File: config.mk
export PLATFORM = sky130hd
export DESIGN_NAME = wb_bus_arbiter
export DESIGN_NICKNAME = d
export VERILOG_FILES = /design/src/rtl/wb_bus_arbiter.sv
export SDC_FILE = /design/constraint.sdc
export NUM_CORES = 1
export LEC_CHECK = 0
export ABC_AREA = 1
export ABC_CLOCK_PERIOD_IN_PS = 2000
export BUFFER_PORTS_ARGS = -buffer_cell sky130_fd_sc_hd__buf_2
export CORE_AREA = 3 3 108 110
export CTS_BUF_LIST = sky130_fd_sc_hd__clkbuf_8
export CTS_CLUSTER_DIAMETER = 40
export DETAILED_ROUTE_END_ITERATION = 10
export DIE_AREA = 0 0 111 113
export PLACE_DENSITY = 0.64
export SYNTH_ARGS = -nofsm -noshare
export SYNTH_HDL_FRONTEND = slang
export SYNTH_SLANG_ARGS = --single-unit
export TNS_END_PERCENT = 10
File: constraint.sdc
create_clock -name clk -period 2 [get_ports clk]
set_clock_uncertainty 0.1 [all_clocks]
set_input_delay 0.1 -clock clk [delete_from_list [all_inputs] [get_ports clk]]
set_output_delay 0.1 -clock clk [all_outputs]
set_load 0.01 [all_outputs]
File: src/rtl/wb_bus_arbiter.sv
// ---------------------------------------------------------------------------
// wb_bus_arbiter
//
// Purpose:
//   Shares one unified Wishbone memory port between a core's instruction
//   fetch port (I) and data port (D). The arbiter grants one port per
//   transfer. Ties go to the port that was not granted last. A granted
//   transfer that gets no memory response within TIMEOUT_CYCLES cycles is
//   completed locally, so the core never stalls forever:
//     - D gets a bus error.
//     - I gets an all-zero instruction word, which is illegal and makes the
//       core trap.
//
// Parameters:
//   TIMEOUT_CYCLES  Number of cycles a granted transfer may wait for a
//                   response. 0 disables the timeout.
//
// Ports:
//   clk, rst_n                 Rising-edge clock; asynchronous active-low reset.
//   iwb_adr_i/cyc_i/stb_i      Fetch request from the core.
//   iwb_dat_o/ack_o            Fetch response to the core.
//   dwb_adr_i/dat_i/we_i/sel_i/cyc_i/stb_i
//                              Data request from the core.
//   dwb_dat_o/ack_o/err_o      Data response to the core.
//   m_adr_o/dat_o/we_o/sel_o/cyc_o/stb_o
//                              Request to unified memory.
//   m_dat_i/ack_i/err_i        Response from unified memory.
//   grant_o                    Current FSM state: 01 = I, 10 = D, 00 = idle.
//                              The state encoding is chosen to match this, so
//                              grant_o doubles as the state debug view.
//   timeout_o                  One-cycle pulse in the cycle a timeout
//                              completes a transfer.
//
// Handshake:
//   Every port uses classic Wishbone semantics.
//   - A master requests a transfer by holding cyc&stb. Both stay high until
//     the transfer ends.
//   - A response cycle (ack or err) completes the transfer. The request
//     fields are sampled during that cycle.
//   - Dropping cyc before a response aborts the transfer. After an abort,
//     no response is delivered.
//   - Responses are single-cycle pulses. After each response the arbiter
//     spends one cycle in IDLE, so a held request can never be answered
//     twice by the same ack.
// ---------------------------------------------------------------------------
module wb_bus_arbiter #(
  parameter int unsigned TIMEOUT_CYCLES = 255
) (
  input  logic        clk,
  input  logic        rst_n,
  // instruction fetch port
  input  logic [31:0] iwb_adr_i,
  input  logic        iwb_cyc_i,
  input  logic        iwb_stb_i,
  output logic [31:0] iwb_dat_o,
  output logic        iwb_ack_o,
  // data port
  input  logic [31:0] dwb_adr_i,
  input  logic [31:0] dwb_dat_i,
  input  logic        dwb_we_i,
  input  logic [3:0]  dwb_sel_i,
  input  logic        dwb_cyc_i,
  input  logic        dwb_stb_i,
  output logic [31:0] dwb_dat_o,
  output logic        dwb_ack_o,
  output logic        dwb_err_o,
  // unified memory port
  output logic [31:0] m_adr_o,
  output logic [31:0] m_dat_o,
  output logic        m_we_o,
  output logic [3:0]  m_sel_o,
  output logic        m_cyc_o,
  output logic        m_stb_o,
  input  logic [31:0] m_dat_i,
  input  logic        m_ack_i,
  input  logic        m_err_i,
  // status
  output logic [1:0]  grant_o,
  output logic        timeout_o
);

  // The counter is at least 8 bits wide, and wider when the limit needs more bits.
  localparam int CW = (TIMEOUT_CYCLES > 255) ? $clog2(TIMEOUT_CYCLES + 1) : 8;
  localparam logic [CW-1:0] TO_LIMIT = CW'(TIMEOUT_CYCLES);
  localparam bit TO_EN = (TIMEOUT_CYCLES != 0);

  typedef enum logic [1:0] {
    IDLE  = 2'b00,
    GNT_I = 2'b01,
    GNT_D = 2'b10
  } state_t;

  state_t        state;
  logic          last_gnt_d;  // 0 = I was granted last, 1 = D was granted last
  logic [CW-1:0] wait_cnt;    // cycles already spent in the current grant

  logic i_req;
  logic d_req;
  logic i_live;
  logic d_live;
  logic live;
  logic mem_resp;
  logic to_hit;

  assign i_req = iwb_cyc_i & iwb_stb_i;
  assign d_req = dwb_cyc_i & dwb_stb_i;

  // A grant is "live" only while its master keeps cyc high.
  // Once cyc drops, the transfer is aborted. From that cycle on, the bus is
  // released and responses are no longer routed back.
  assign i_live   = (state == GNT_I) & iwb_cyc_i;
  assign d_live   = (state == GNT_D) & dwb_cyc_i;
  assign live     = i_live | d_live;
  assign mem_resp = m_ack_i | m_err_i;

  // A real response arriving in the timeout cycle wins over the timeout.
  assign to_hit = TO_EN && live && (wait_cnt == TO_LIMIT) && !mem_resp;

  assign grant_o   = state;
  assign timeout_o = to_hit;

  // Outputs are decoded from the registered state. The granted port's
  // request fields and the memory response pass straight through.
  always_comb begin
    m_adr_o   = '0;
    m_dat_o   = '0;
    m_we_o    = 1'b0;
    m_sel_o   = 4'h0;
    m_cyc_o   = 1'b0;
    m_stb_o   = 1'b0;
    iwb_dat_o = '0;
    iwb_ack_o = 1'b0;
    dwb_dat_o = '0;
    dwb_ack_o = 1'b0;
    dwb_err_o = 1'b0;

    if (i_live) begin
      // Fetches are always full-word reads.
      m_adr_o   = iwb_adr_i;
      m_sel_o   = 4'hF;
      m_cyc_o   = ~to_hit;
      m_stb_o   = iwb_stb_i & ~to_hit;
      // I has no error input. An error or a timeout is delivered as an
      // all-zero instruction word.
      iwb_ack_o = mem_resp | to_hit;
      iwb_dat_o = (m_err_i | to_hit) ? 32'h0 : m_dat_i;
    end

    if (d_live) begin
      m_adr_o   = dwb_adr_i;
      m_dat_o   = dwb_dat_i;
      m_we_o    = dwb_we_i;
      m_sel_o   = dwb_sel_i;
      m_cyc_o   = ~to_hit;
      m_stb_o   = dwb_stb_i & ~to_hit;
      dwb_dat_o = m_dat_i;
      dwb_ack_o = m_ack_i & ~m_err_i;
      dwb_err_o = m_err_i | to_hit;
    end
  end

  always_ff @(posedge clk or negedge rst_n) begin
    if (!rst_n) begin
      state      <= IDLE;
      last_gnt_d <= 1'b0;
      wait_cnt   <= '0;
    end else begin
      case (state)
        IDLE: begin
          wait_cnt <= '0;
          if (i_req && d_req) begin
            // Tie: grant whichever port did not win last time.
            if (last_gnt_d) begin
              state      <= GNT_I;
              last_gnt_d <= 1'b0;
            end else begin
              state      <= GNT_D;
              last_gnt_d <= 1'b1;
            end
          end else if (i_req) begin
            state      <= GNT_I;
            last_gnt_d <= 1'b0;
          end else if (d_req) begin
            state      <= GNT_D;
            last_gnt_d <= 1'b1;
          end
        end
        GNT_I, GNT_D: begin
          // Leave the grant on an abort, a response, or a timeout.
          // Otherwise count another waiting cycle.
          if (!live || mem_resp || to_hit) begin
            state <= IDLE;
          end else begin
            wait_cnt <= wait_cnt + CW'(1);
          end
        end
        default: state <= IDLE;
      endcase
    end
  end

endmodule

# [Word-level counts from Yosys, hierarchy flattened]
# Index checks and enable logic that the tools add are counted.
[op_classes] add_sub_neg=1 eq_ne=6 mux=28 bitwise=13 n_reduce_logical=14
[op_table] cell="32-bit two-way mux" n=6
[op_table] cell="8-bit case mux with 2 select lines" n=1
[op_table] cell="1-bit two-way mux" n=12
[op_table] cell="2-bit two-way mux" n=5
[op_table] cell="8-bit by 1-bit adder with 8-bit output (second input constant)" n=1
[op_table] cell="8-bit == test (second input constant)" n=1
[op_table] cell="4-bit two-way mux" n=2
[op_table] cell="8-bit two-way mux" n=1
[op_table] cell="1-bit bitwise AND" n=7
[op_table] cell="2-bit AND reduction" n=3
[op_table] cell="2-bit inequality test (second input constant)" n=2
[op_table] cell="4-bit inequality test (second input constant)" n=1
[op_table] cell="1-bit OR" n=4
[op_table] cell="2-bit case mux with 2 select lines" n=1
[op_table] cell="1-bit logical AND" n=3
[op_table] cell="3-bit nonzero test" n=1
[op_table] cell="2-bit by 1-bit == test with 1-bit output (second input constant)" n=1
[op_table] cell="2-bit == test (second input constant)" n=1
[op_table] cell="1-bit logical NOT" n=2
[op_table] cell="2-bit logical NOT" n=1
[op_table] cell="1-bit logical OR" n=2
[op_table] cell="1-bit NOT" n=2
[op_table] cell="2-bit nonzero test" n=1
[op_table] cell="2-bit OR reduction" n=1
[word_totals] ff_bits=11 in_bits=141 out_inout_bits=141 elab_cells=65

# [Logic depth before layout (Yosys ltp)]
# Gate-level depths: netlist of run 1.
[depth] word_depth=9 depth_mapped=11 ltp_nobuf=10

# [Worst setup path after synthesis of run 1]
# Ideal clock, no wire load.
[synth_path] kind="register to output" from="reg state[0] (netlist: grant_o[0])" to="out iwb_dat_o[10]" arrival_ns=1.527 required_ns=1.800 setup_slack_ns=0.273 stages_incl_launch_ff=10 path_buffers=2 cell_sequence="dfrtp_1 inv_1 ha_1 buf_2 nand2_4 nand2_2 nand4_2 nand2_4 buf_12 nor3_2"
[synth_between] elab_chain_len=8 elab_cells_between_ends=10 classes_between="2 x eq/ne; 2 x mux; 4 x bitwise; 2 x reduce/logical"
[synth_lines] item="start: declaration" line_no="93" rtl="state_t state;"
[synth_lines] item="start signal: assignment" line_no="164" rtl="state <= IDLE;"
[synth_lines] item="start signal: assignment" line_no="174" rtl="state <= GNT_I;"
[synth_lines] item="start signal: assignment" line_no="177" rtl="state <= GNT_D;"
[synth_lines] item="2-bit by 1-bit == test with 1-bit output / 2-bit == test (equally long branches)" line_no="111, 112"
[synth_lines] item="1-bit bitwise AND (on tied branches)" line_no="111, 112"
[synth_lines] item="1-bit OR" line_no="113" rtl="assign live = i_live | d_live;"
[synth_lines] item="1-bit logical AND (2 in a row)" line_no="117" rtl="assign to_hit = TO_EN && live && (wait_cnt == TO_LIMIT) && !mem_resp;"
[synth_lines] item="1-bit OR" line_no="146" rtl="iwb_dat_o = (m_err_i | to_hit) ? 32'h0 : m_dat_i;"
[synth_lines] item="32-bit two-way mux" line_no="146"
[synth_lines] item="32-bit two-way mux *" line_no="137" rtl="if (i_live) begin"
[synth_lines] item="end: declaration" line_no="55" rtl="output logic [31:0] iwb_dat_o,"
# Mark *: on every way between the ends. The rest lies on a longest branch, timed or not.

# [Final worst setup path of run 1]
[layout_path] from="reg state[0] (netlist: grant_o[0])" to="out iwb_dat_o[13]"
# Same word-level chain as after synthesis.

==> results.sh, run 1 <==
export IMPL_gp_congestion=0.862
export IMPL_cts_buffer_depth=2
export IMPL_rows=38
export IMPL_drive_gt1_share_pct=51.5
export IMPL_period_minus_slack_ns=1.96
export IMPL_crit_path_cell_trace="inv_2 > ha_4 > nand2_8 > nand2_4 > nand4_4 > nand2_4 > buf_12 > buf_12 > nor3_2 > buf_2"
export IMPL_vias=3424
export IMPL_synth_top_family_by_area="simple AND/OR/NAND/NOR gates"
export IMPL_synth_avg_cell_area_um2=5.51
export IMPL_r2r_cells=11
export IMPL_required_ns=1.80
export IMPL_synth_xor_area_share_pct=1.55
export IMPL_dieArea_um2=12500
export IMPL_status="finished clean"
export IMPL_root_buffer="clkbuf_8"
export IMPL_cap_violations=0
export IMPL_period_share_pct=98.2
export IMPL_area_delta_synth_final_pct=80.0
export IMPL_end_kind="primary output"
export IMPL_crit_fanout=10
export IMPL_yosys_mux_area_fraction_pct=0
export IMPL_clk_latency_ns=0.25
export IMPL_synth_most_common_cell="nor2_1"
export IMPL_leakage_nw=2.78
export IMPL_place_ws_ns=0.146
export IMPL_place_area_um2=3760
export IMPL_synthDistinctLibCells=24
export IMPL_synth_nets=555
export IMPL_hold_viol=0
export IMPL_die_h_um=113
export IMPL_htree_levels=1
export IMPL_tritoncts="yes"
export IMPL_arrival_ns=1.76
export IMPL_power_density_nw_per_um2=621
export IMPL_synth_seq_area_share_pct=12.2
export IMPL_synth_compound_area_share_pct=0.886
export IMPL_track_usage_pct=15.8
export IMPL_netlist_instances=410
export IMPL_synth_flop_cell="dfrtp_1"
export IMPL_yosysTopAreaCellShare_pct=17.5
export IMPL_wl_per_cell_um=13.9
export IMPL_yosys_area_share_adder_pct=2.22
export IMPL_ioPinCount=282
export IMPL_finalWorstSetupSlack_ns=0.0370
export IMPL_diodes=0
export IMPL_cp_start_kind="flip-flop"
export IMPL_multi_input_area_um2=1570
export IMPL_seqCellArea_um2=275
export IMPL_crit_family="buffers and inverters"
export IMPL_drc_errors=0
export IMPL_setup_violations=0
export IMPL_initial_core_util_pct=20.9
export IMPL_cts_reportedPaths_clkPinSlew_ns=0.06
export IMPL_path_depth=10
export IMPL_critPathKind="flip-flop to primary output"
export IMPL_synth_warning_count=0
export IMPL_nFillCells=1199
export IMPL_crit_slowest_cell="dfrtp_1"
export IMPL_synth_top_cell_by_area="nand3_1"
export IMPL_io_buffers=281
export IMPL_rsz0062_at_grt="true"
export IMPL_hold_class="input pin to async pin"
export IMPL_peakVddDrop_mv=0.759
export IMPL_nets=832
export IMPL_ys_seq_elements=11
export IMPL_die_x_um=111
export IMPL_fp_coreArea_um2=10800
export IMPL_path_buf_inv=4
export IMPL_postRouteAntennaNets=0
export IMPL_maxSlewHeadroom_pct=72.4
export IMPL_antenna_found_initial=0
export IMPL_max_stage_delay_ns=0.39
export IMPL_synthSimpleGateAreaFrac_pct=61.4
export IMPL_clkSinkCount=11
export IMPL_worst_pin_slew_ns=0.412
export IMPL_grt_pass1_wl_mm=16.7
export IMPL_synthTopCellsByCount="82 x nor2_1, 81 x inv_1, 79 x nand3_1"
export IMPL_routed_wl_mm=11.5
export IMPL_grt_max_degree=105
export IMPL_place_hpwl_mm=8.86
export IMPL_numCtsBuffers=3
export IMPL_slew_viol_final=0
export IMPL_vias_per_cell=4.15
export IMPL_grt_overflow_total=0
export IMPL_drt_pass1_iter_count=4
export IMPL_drtIter0Drc=173
export IMPL_synthTopCellsByArea="nand3_1 18%, nor2_1 14%, inv_1 13%, nor3_2 13%, dfrtp_1 12%"
export IMPL_grt_pass1_vias=3106
export IMPL_final_area_um2=4070
export IMPL_async_flop_share_pct=100
export IMPL_synth_edf_count=0
export IMPL_synth_area_um2=2260
export IMPL_fmax_mhz=509
==> logic make-up (layout without fill, tap and decap cells) <==
group | after synthesis | in the layout
buffers and inverters | 111 | 387
AND/OR/NAND/NOR | 276 | 276
XOR/XNOR | 4 | 4
AO/OA/AOI/OAI | 4 | 4
flip-flops | 11 | 11
adder cells (fa/ha/maj) | 4 | 4
==> flip-flops by register name, indices dropped and copies added (netlist names) <==
name	count
grant_o	2
wait_cnt	8
last_gnt_d	1
==> cell type report <==
class                      count  share of cell area [%]
clock inverter                 1                  0.0923
timing repair buffer         301                    41.5
clock buffer                   3                    1.02
inverter                      82                    7.76
sequential                    11                    6.77
multi-input combinational    288                    38.5
tap                          140                    4.31
==> report_power, final <==
part / internal (mW) / switching (mW) / total, mW
Sequential: 0.256 / 0.0319 / 0.288
Clock: 0.136 / 0.0972 / 0.233
Combinational: 0.776 / 1.23 / 2.00
==> final timing paths <==
check / start / endpoint / slack, ns
max in group asynchronous: rst_n / wait_cnt[4] / 1.43
max reg2reg: grant_o[0] / wait_cnt[0] / 0.19
min in group clk: iwb_stb_i / grant_o[0] / 0.19
max: grant_o[0] / iwb_dat_o[13] / 0.04
min reg2reg: last_gnt_d / last_gnt_d / 0.40
min: rst_n / wait_cnt[2] / 0.15
==> placed cells by master (no fill, tap or decap), drive strengths merged <==
master	n
dfrtp	11
a21oi	3
nor3	32
nand3	81
nand4	3
dlygate4sd3	1
xor2	4
o21ai	1
ha	4
buf	298
clkbuf	5
nor2	84
nand2	76
inv	83
==> stage by stage <==
step | TNS [ns] | total power, mW | hold slack (ns) | std cells | utilization [%]
global placement | 0 | 2.09 | -0.112 | 810 | 34.8
floorplan | 0 | 1.33 | -0.296 | 410 | -
global route | -0.589 | 2.75 | 0.164 | 826 | 37.7
finish | 0 | 2.52 | 0.154 | 826 | 37.7
CTS | -0.256 | 2.43 | 0.160 | 824 | 36.8
detailed placement | 0 | 2.08 | -0.115 | 810 | 34.8
==> repair_timing <==
action                     in CTS  in global routing
pin swaps                       6                  3
setup endpoints to repair      28                 67
setup buffers                   9                  1
cloned                          1                  2
hold endpoints to repair       11                  0
hold buffers                    1                  0
gates resized for setup        11                 14
==> layer usage <==
| layer | GRT usage [%] | up-vias | part of all wire [%] |
|---|---|---|---|
| li1 | - | 1805 | - |
| met1 | 19.8 | 1488 | 41 |
| met2 | 29.0 | 124 | 51 |
| met3 | 3.05 | 7 | 6.6 |
| met4 | 1.97 | 0 | 0.82 |
| met5 | 0 | - | 0 |
Note: power is estimated with default switching activity, not from simulation.
==> run 2: changes to the inputs <==
--- a/config.mk
+++ b/config.mk
@@ -6,7 +6,7 @@
 export NUM_CORES = 1
 export LEC_CHECK = 0
 export ABC_AREA = 1
-export ABC_CLOCK_PERIOD_IN_PS = 2000
+export ABC_CLOCK_PERIOD_IN_PS = 2100
 export BUFFER_PORTS_ARGS = -buffer_cell sky130_fd_sc_hd__buf_2
 export CORE_AREA = 3 3 108 110
 export CTS_BUF_LIST = sky130_fd_sc_hd__clkbuf_8
==> constraint.sdc (replaced) <==
create_clock -name clk -period 2.1 [get_ports clk]
set_clock_uncertainty 0.1 [all_clocks]
set_input_delay 0.105 -clock clk [delete_from_list [all_inputs] [get_ports clk]]
set_output_delay 0.105 -clock clk [all_outputs]
set_load 0.01 [all_outputs]
==> results.sh, run 2 (synthesis gave the netlist of run 1 again) <==
export IMPL_required_ns=1.89
export IMPL_swShare_pct=55.0
export IMPL_htree_levels=1
export IMPL_mostFrequentLayoutCell="buf_2"
export IMPL_track_usage_pct=15.2
export IMPL_status="finished clean"
export IMPL_io_buffers=281
export IMPL_crit_path_cell_trace="inv_1 > ha_2 > nand2_4 > nand2_4 > nand4_4 > nand2_8 > clkbuf_16 > nor3_2 > buf_2"
export IMPL_period_share_pct=95.1
export IMPL_tritoncts="yes"
export IMPL_postRouteAntennaNets=0
export IMPL_antenna_found_initial=1
export IMPL_tns_ns=0
export IMPL_grt_max_degree=105
export IMPL_initial_core_util_pct=20.9
export IMPL_rows=38
export IMPL_cts_buffer_depth=2
export IMPL_rsz0062_at_grt="true"
export IMPL_maxSlewHeadroom_pct=64.0
export IMPL_drc_errors=0
export IMPL_peakVddDrop_mv=0.604
export IMPL_dp_cells=809
export IMPL_fmax_mhz=501
export IMPL_grt_pass1_wl_mm=16.0
export IMPL_crit_reg2reg_capture="wait_cnt[2]"
export IMPL_die_x_um=111
export IMPL_pwr_share_clk_pct=9.5
export IMPL_wl_per_cell_um=13.3
export IMPL_multi_input_area_um2=1520
export IMPL_hold_viol=0
export IMPL_area_delta_synth_final_pct=72.5
export IMPL_seqCellArea_um2=275
export IMPL_root_buffer="clkbuf_8"
export IMPL_drtIter0Drc=200
export IMPL_largest_register_ffs=8
export IMPL_cap_violations=0
export IMPL_rr_startpoint="grant_o[0]"
export IMPL_r2r_cells=10
export IMPL_top_register="wait_cnt"
export IMPL_worst_pin_slew_ns=0.541
export IMPL_crit_slowest_cell="dfrtp_1"
export IMPL_end_kind="primary output"
export IMPL_max_stage_delay_ns=0.41
export IMPL_nets=825
export IMPL_numCtsBuffers=3
export IMPL_crit_top_cell="nand2_4"
export IMPL_fp_coreArea_um2=10800
export IMPL_nFillCells=1219
export IMPL_critPathKind="flip-flop to primary output"
export IMPL_place_hpwl_mm=8.85
export IMPL_drive_gt1_share_pct=49.8
export IMPL_p_total_mw=2.22
export IMPL_cp_start_kind="flip-flop"
export IMPL_r2r_setup_slack_ns=0.34
export IMPL_clk_latency_ns=0.24
export IMPL_leakage_nw=2.72
export IMPL_p_switching_mw=1.22
export IMPL_arrival_ns=1.79
export IMPL_die_h_um=113
export IMPL_gp_congestion=0.897
export IMPL_crit_fanout=10
export IMPL_routed_wl_mm=10.9
export IMPL_cts_reportedPaths_clkPinSlew_ns=0.05
export IMPL_period_minus_slack_ns=2.00
export IMPL_power_density_nw_per_um2=570
export IMPL_final_cells=819
export IMPL_dieArea_um2=12500
export IMPL_vias_per_cell=4.21
export IMPL_diodes=0
export IMPL_grt_pass1_vias=2960
export IMPL_clkSinkCount=11
export IMPL_slew_viol_final=0
export IMPL_pwr_share_comb_pct=78.3
export IMPL_vias=3451
export IMPL_ioPinCount=282
export IMPL_path_buf_inv=3
export IMPL_hold_class="input pin to async pin"
export IMPL_p_seq_share_pct=12.2
export IMPL_drt_pass1_iter_count=4
export IMPL_layout_common_cells="281 x buf_2, 82 x inv_1, 82 x nor2_1"
export IMPL_setup_violations=0
export IMPL_grt_overflow_total=0
export IMPL_crit_family="simple AND/OR/NAND/NOR gates"
export IMPL_p_int_uw=999
run 2: power by group through the flow:
| stage | sequential, mW | clock [mW] | combinational, mW |
|---|---|---|---|
| finish | 0.270 | 0.210 | 1.74 |
| global route | 0.276 | 0.226 | 1.92 |
| CTS | 0.270 | 0.212 | 1.72 |
| detailed placement | 0.274 | 0 | 1.71 |
| global placement | 0.270 | 0 | 1.72 |
| floorplan | 0.276 | 0 | 0.989 |
run 2: per-stage QoR:
| step | hold WS, ns | setup WS [ns] | util, % | instance area [um^2] |
|---|---|---|---|---|
| floorplan | -0.291 | 0.368 | - | 2260 |
| global placement | -0.110 | 0.313 | 34.7 | 3750 |
| detailed placement | -0.108 | 0.263 | 34.7 | 3750 |
| CTS | 0.169 | 0.00610 | 35.2 | 3800 |
| global route | 0.198 | -0.00317 | 36.1 | 3890 |
| finish | 0.156 | 0.103 | 36.1 | 3890 |
run 2: layout make-up:
class / instances / share of cell area (%)
Clock inverter: 1 / 0.0964
Clock buffer: 3 / 1.06
Tap cell: 140 / 4.50
Sequential cell: 11 / 7.07
Timing Repair Buffer: 294 / 40.4
Inverter: 82 / 7.90
Multi-Input combinational cell: 288 / 39.0
run 2: layer usage:
layer / share of wire (%) / vias to the layer above / routed length, um / global-route usage [%]
met3: 8.2 / 10 / 892 / 3.69
met1: 40 / 1506 / 4350 / 18.8
li1: - / 1785 / - / -
met5: 0.11 / - / 12 / 0
met4: 1.0 / 2 / 114 / 1.81
met2: 51 / 148 / 5510 / 27.7
run 2: worst register-to-register path, delay by kind of cell (launching register included):
| kind | cells | cell delay (ns) |
|---|---|---|
| simple gates | 6 | 0.61 |
| buf+inv | 3 | 0.38 |
| flops | 1 | 0.41 |
| fa+ha+maj | 1 | 0.21 |
run 2: how the worst max path moves through the flow:
stage	start	to	slack (ns)	cells past startpoint
finish	grant_o[0]	iwb_dat_o[21]	0.10	9
global route	grant_o[0]	iwb_dat_o[21]	-0.003	9
CTS	grant_o[0]	iwb_dat_o[5]	0.006	9
detailed placement	grant_o[0]	iwb_dat_o[5]	0.26	9
global placement	grant_o[0]	iwb_dat_o[17]	0.31	9
floorplan	grant_o[0]	iwb_dat_o[10]	0.37	9
run 2: timing repair:
action | in CTS | in global routing
endpoints found under the setup margin | 0 | 39
resized for setup | 0 | 6
endpoints found under the hold margin | 11 | 0
hold buffers | 1 | 0
setup buffers | 0 | 4
==> run 3: changes to the inputs <==
--- a/config.mk
+++ b/config.mk
@@ -14,6 +14,7 @@
 export DETAILED_ROUTE_END_ITERATION = 10
 export DIE_AREA = 0 0 111 113
 export PLACE_DENSITY = 0.64
+export RECOVER_POWER = 100
 export SYNTH_ARGS = -nofsm -noshare
 export SYNTH_HDL_FRONTEND = slang
 export SYNTH_SLANG_ARGS = --single-unit
==> results.sh, run 3 (synthesis gave the netlist of run 1 again) <==
export IMPL_slew_viol_final=0
export IMPL_routed_wl_mm=10.9
export IMPL_die_h_um=113
export IMPL_postRouteAntennaNets=0
export IMPL_required_ns=1.89
export IMPL_place_ws_ns=0.263
export IMPL_period_share_pct=95.1
export IMPL_grt_max_degree=105
export IMPL_fmax_mhz=501
export IMPL_grt_pass1_wl_mm=16.0
export IMPL_end_kind="primary output"
export IMPL_p_switching_mw=1.22
export IMPL_grt_pass1_vias=2960
export IMPL_antenna_found_initial=1
export IMPL_layout_common_cells="280 x buf_2, 82 x inv_1, 82 x nor2_1"
export IMPL_status="finished clean"
export IMPL_die_x_um=111
export IMPL_fp_coreArea_um2=10800
export IMPL_p_seq_share_pct=12.2
export IMPL_root_buffer="clkbuf_8"
export IMPL_initial_core_util_pct=20.9
export IMPL_hold_class="input pin to flip-flop"
export IMPL_power_density_nw_per_um2=570
export IMPL_worst_pin_slew_ns=0.607
export IMPL_p_total_mw=2.22
export IMPL_crit_path_cell_trace="inv_1 > ha_2 > nand2_4 > nand2_4 > nand4_4 > nand2_8 > clkbuf_16 > nor3_2 > buf_2"
export IMPL_top_register="wait_cnt"
export IMPL_tritoncts="yes"
export IMPL_cap_violations=0
export IMPL_vias_per_cell=4.21
export IMPL_period_minus_slack_ns=2.00
export IMPL_critPathKind="flip-flop to primary output"
export IMPL_swShare_pct=55.0
export IMPL_crit_family="simple AND/OR/NAND/NOR gates"
export IMPL_nets=825
export IMPL_gp_congestion=0.897
export IMPL_track_usage_pct=15.2
export IMPL_arrival_ns=1.79
export IMPL_mostFrequentLayoutCell="buf_2"
export IMPL_path_buf_inv=3
export IMPL_clkSinkCount=11
export IMPL_dieArea_um2=12500
export IMPL_crit_top_cell="nand2_4"
export IMPL_drc_errors=0
export IMPL_largest_register_ffs=8
export IMPL_pwr_share_comb_pct=78.3
export IMPL_rows=38
export IMPL_place_hpwl_mm=8.85
export IMPL_numCtsBuffers=3
export IMPL_area_delta_synth_final_pct=72.4
export IMPL_crit_fanout=10
export IMPL_hold_viol=0
export IMPL_crit_slowest_cell="dfrtp_1"
export IMPL_setup_violations=0
export IMPL_nFillCells=1220
export IMPL_cts_reportedPaths_clkPinSlew_ns=0.05
export IMPL_pwr_share_clk_pct=9.5
export IMPL_diodes=0
export IMPL_rsz0062_at_grt="true"
export IMPL_drt_pass1_iter_count=4
export IMPL_max_stage_delay_ns=0.41
export IMPL_peakVddDrop_mv=0.604
export IMPL_vias=3451
export IMPL_clk_latency_ns=0.24
export IMPL_ioPinCount=282
export IMPL_io_buffers=281
export IMPL_drive_gt1_share_pct=49.6
export IMPL_wl_per_cell_um=13.3
export IMPL_maxSlewHeadroom_pct=59.5
export IMPL_cp_start_kind="flip-flop"
export IMPL_leakage_nw=2.72
export IMPL_p_int_uw=999
export IMPL_htree_levels=1
export IMPL_drtIter0Drc=200
export IMPL_cts_buffer_depth=2
export IMPL_finalWorstSetupSlack_ns=0.103
export IMPL_grt_overflow_total=0
-- run 3: cell types whose count changed in the layout (fill, tap and decap cells not counted), sizes merged --
cell,previous run,this run
buf,292,291
clkbuf,4,5
-- run 3: final cells by class --
cell class	instances	area [um^2]	area share, %
Sequential cell	11	275	7.07
Multi-Input combinational cell	288	1520	39.0
Inverter	82	308	7.90
Clock inverter	1	3.75	0.0964
Timing Repair Buffer	294	1570	40.4
Tap cell	140	175	4.50
Clock buffer	3	41.3	1.06
-- run 3: final timing paths --
check,from,endpoint,slack (ns),cells after the start
worst max-delay path,grant_o[0],iwb_dat_o[21],0.10,9
worst min-delay path,iwb_stb_i,grant_o[0],0.21,5
worst max register to register,grant_o[0],wait_cnt[2],0.34,10
worst min register to register,last_gnt_d,last_gnt_d,0.40,2
max in group asynchronous,rst_n,grant_o[1],1.23,2
min in group asynchronous,rst_n,wait_cnt[1],0.28,2
-- run 3: power by group through the flow --
stage	clock network, mW	registers (mW)	logic, mW
3_5_place_dp	0	0.274	1.71
2_1_floorplan	0	0.276	0.989
6_report	0.210	0.270	1.74
3_3_place_gp	0	0.270	1.72
5_1_grt	0.226	0.276	1.92
4_1_cts	0.212	0.270	1.72
-- run 3: through the flow --
stage	std cells	TNS [ns]	utilization, %	cell area (um^2)	hold WS, ns
2_1_floorplan	410	0	-	2260	-0.291
3_3_place_gp	809	0	34.7	3750	-0.110
3_5_place_dp	809	0	34.7	3750	-0.108
4_1_cts	814	0	35.2	3800	0.169
5_1_grt	819	-0.00345	36.1	3890	0.259
6_report	819	0	36.1	3890	0.206
-- run 3: metal layers --
metal,global-route usage (%),wire [um],vias up
met5,0,12,-
li1,-,-,1785
met1,18.8,4360,1506
met4,1.81,114,2
met3,3.69,892,10
met2,27.7,5510,148
-- run 3: tightest hold or removal path, delay by kind of cell --
kind	cells	cell delay, ns
buffers and inverters	1	0.11
and+or+nand+nor	4	0.29
-- run 3: what timing repair did --
action                                  4_1_cts  5_1_grt
resized for setup                             0        6
buffers inserted                              0        4
hold endpoints to repair                     11        0
hold buffers                                  1        0
endpoints found under the setup margin        0       39
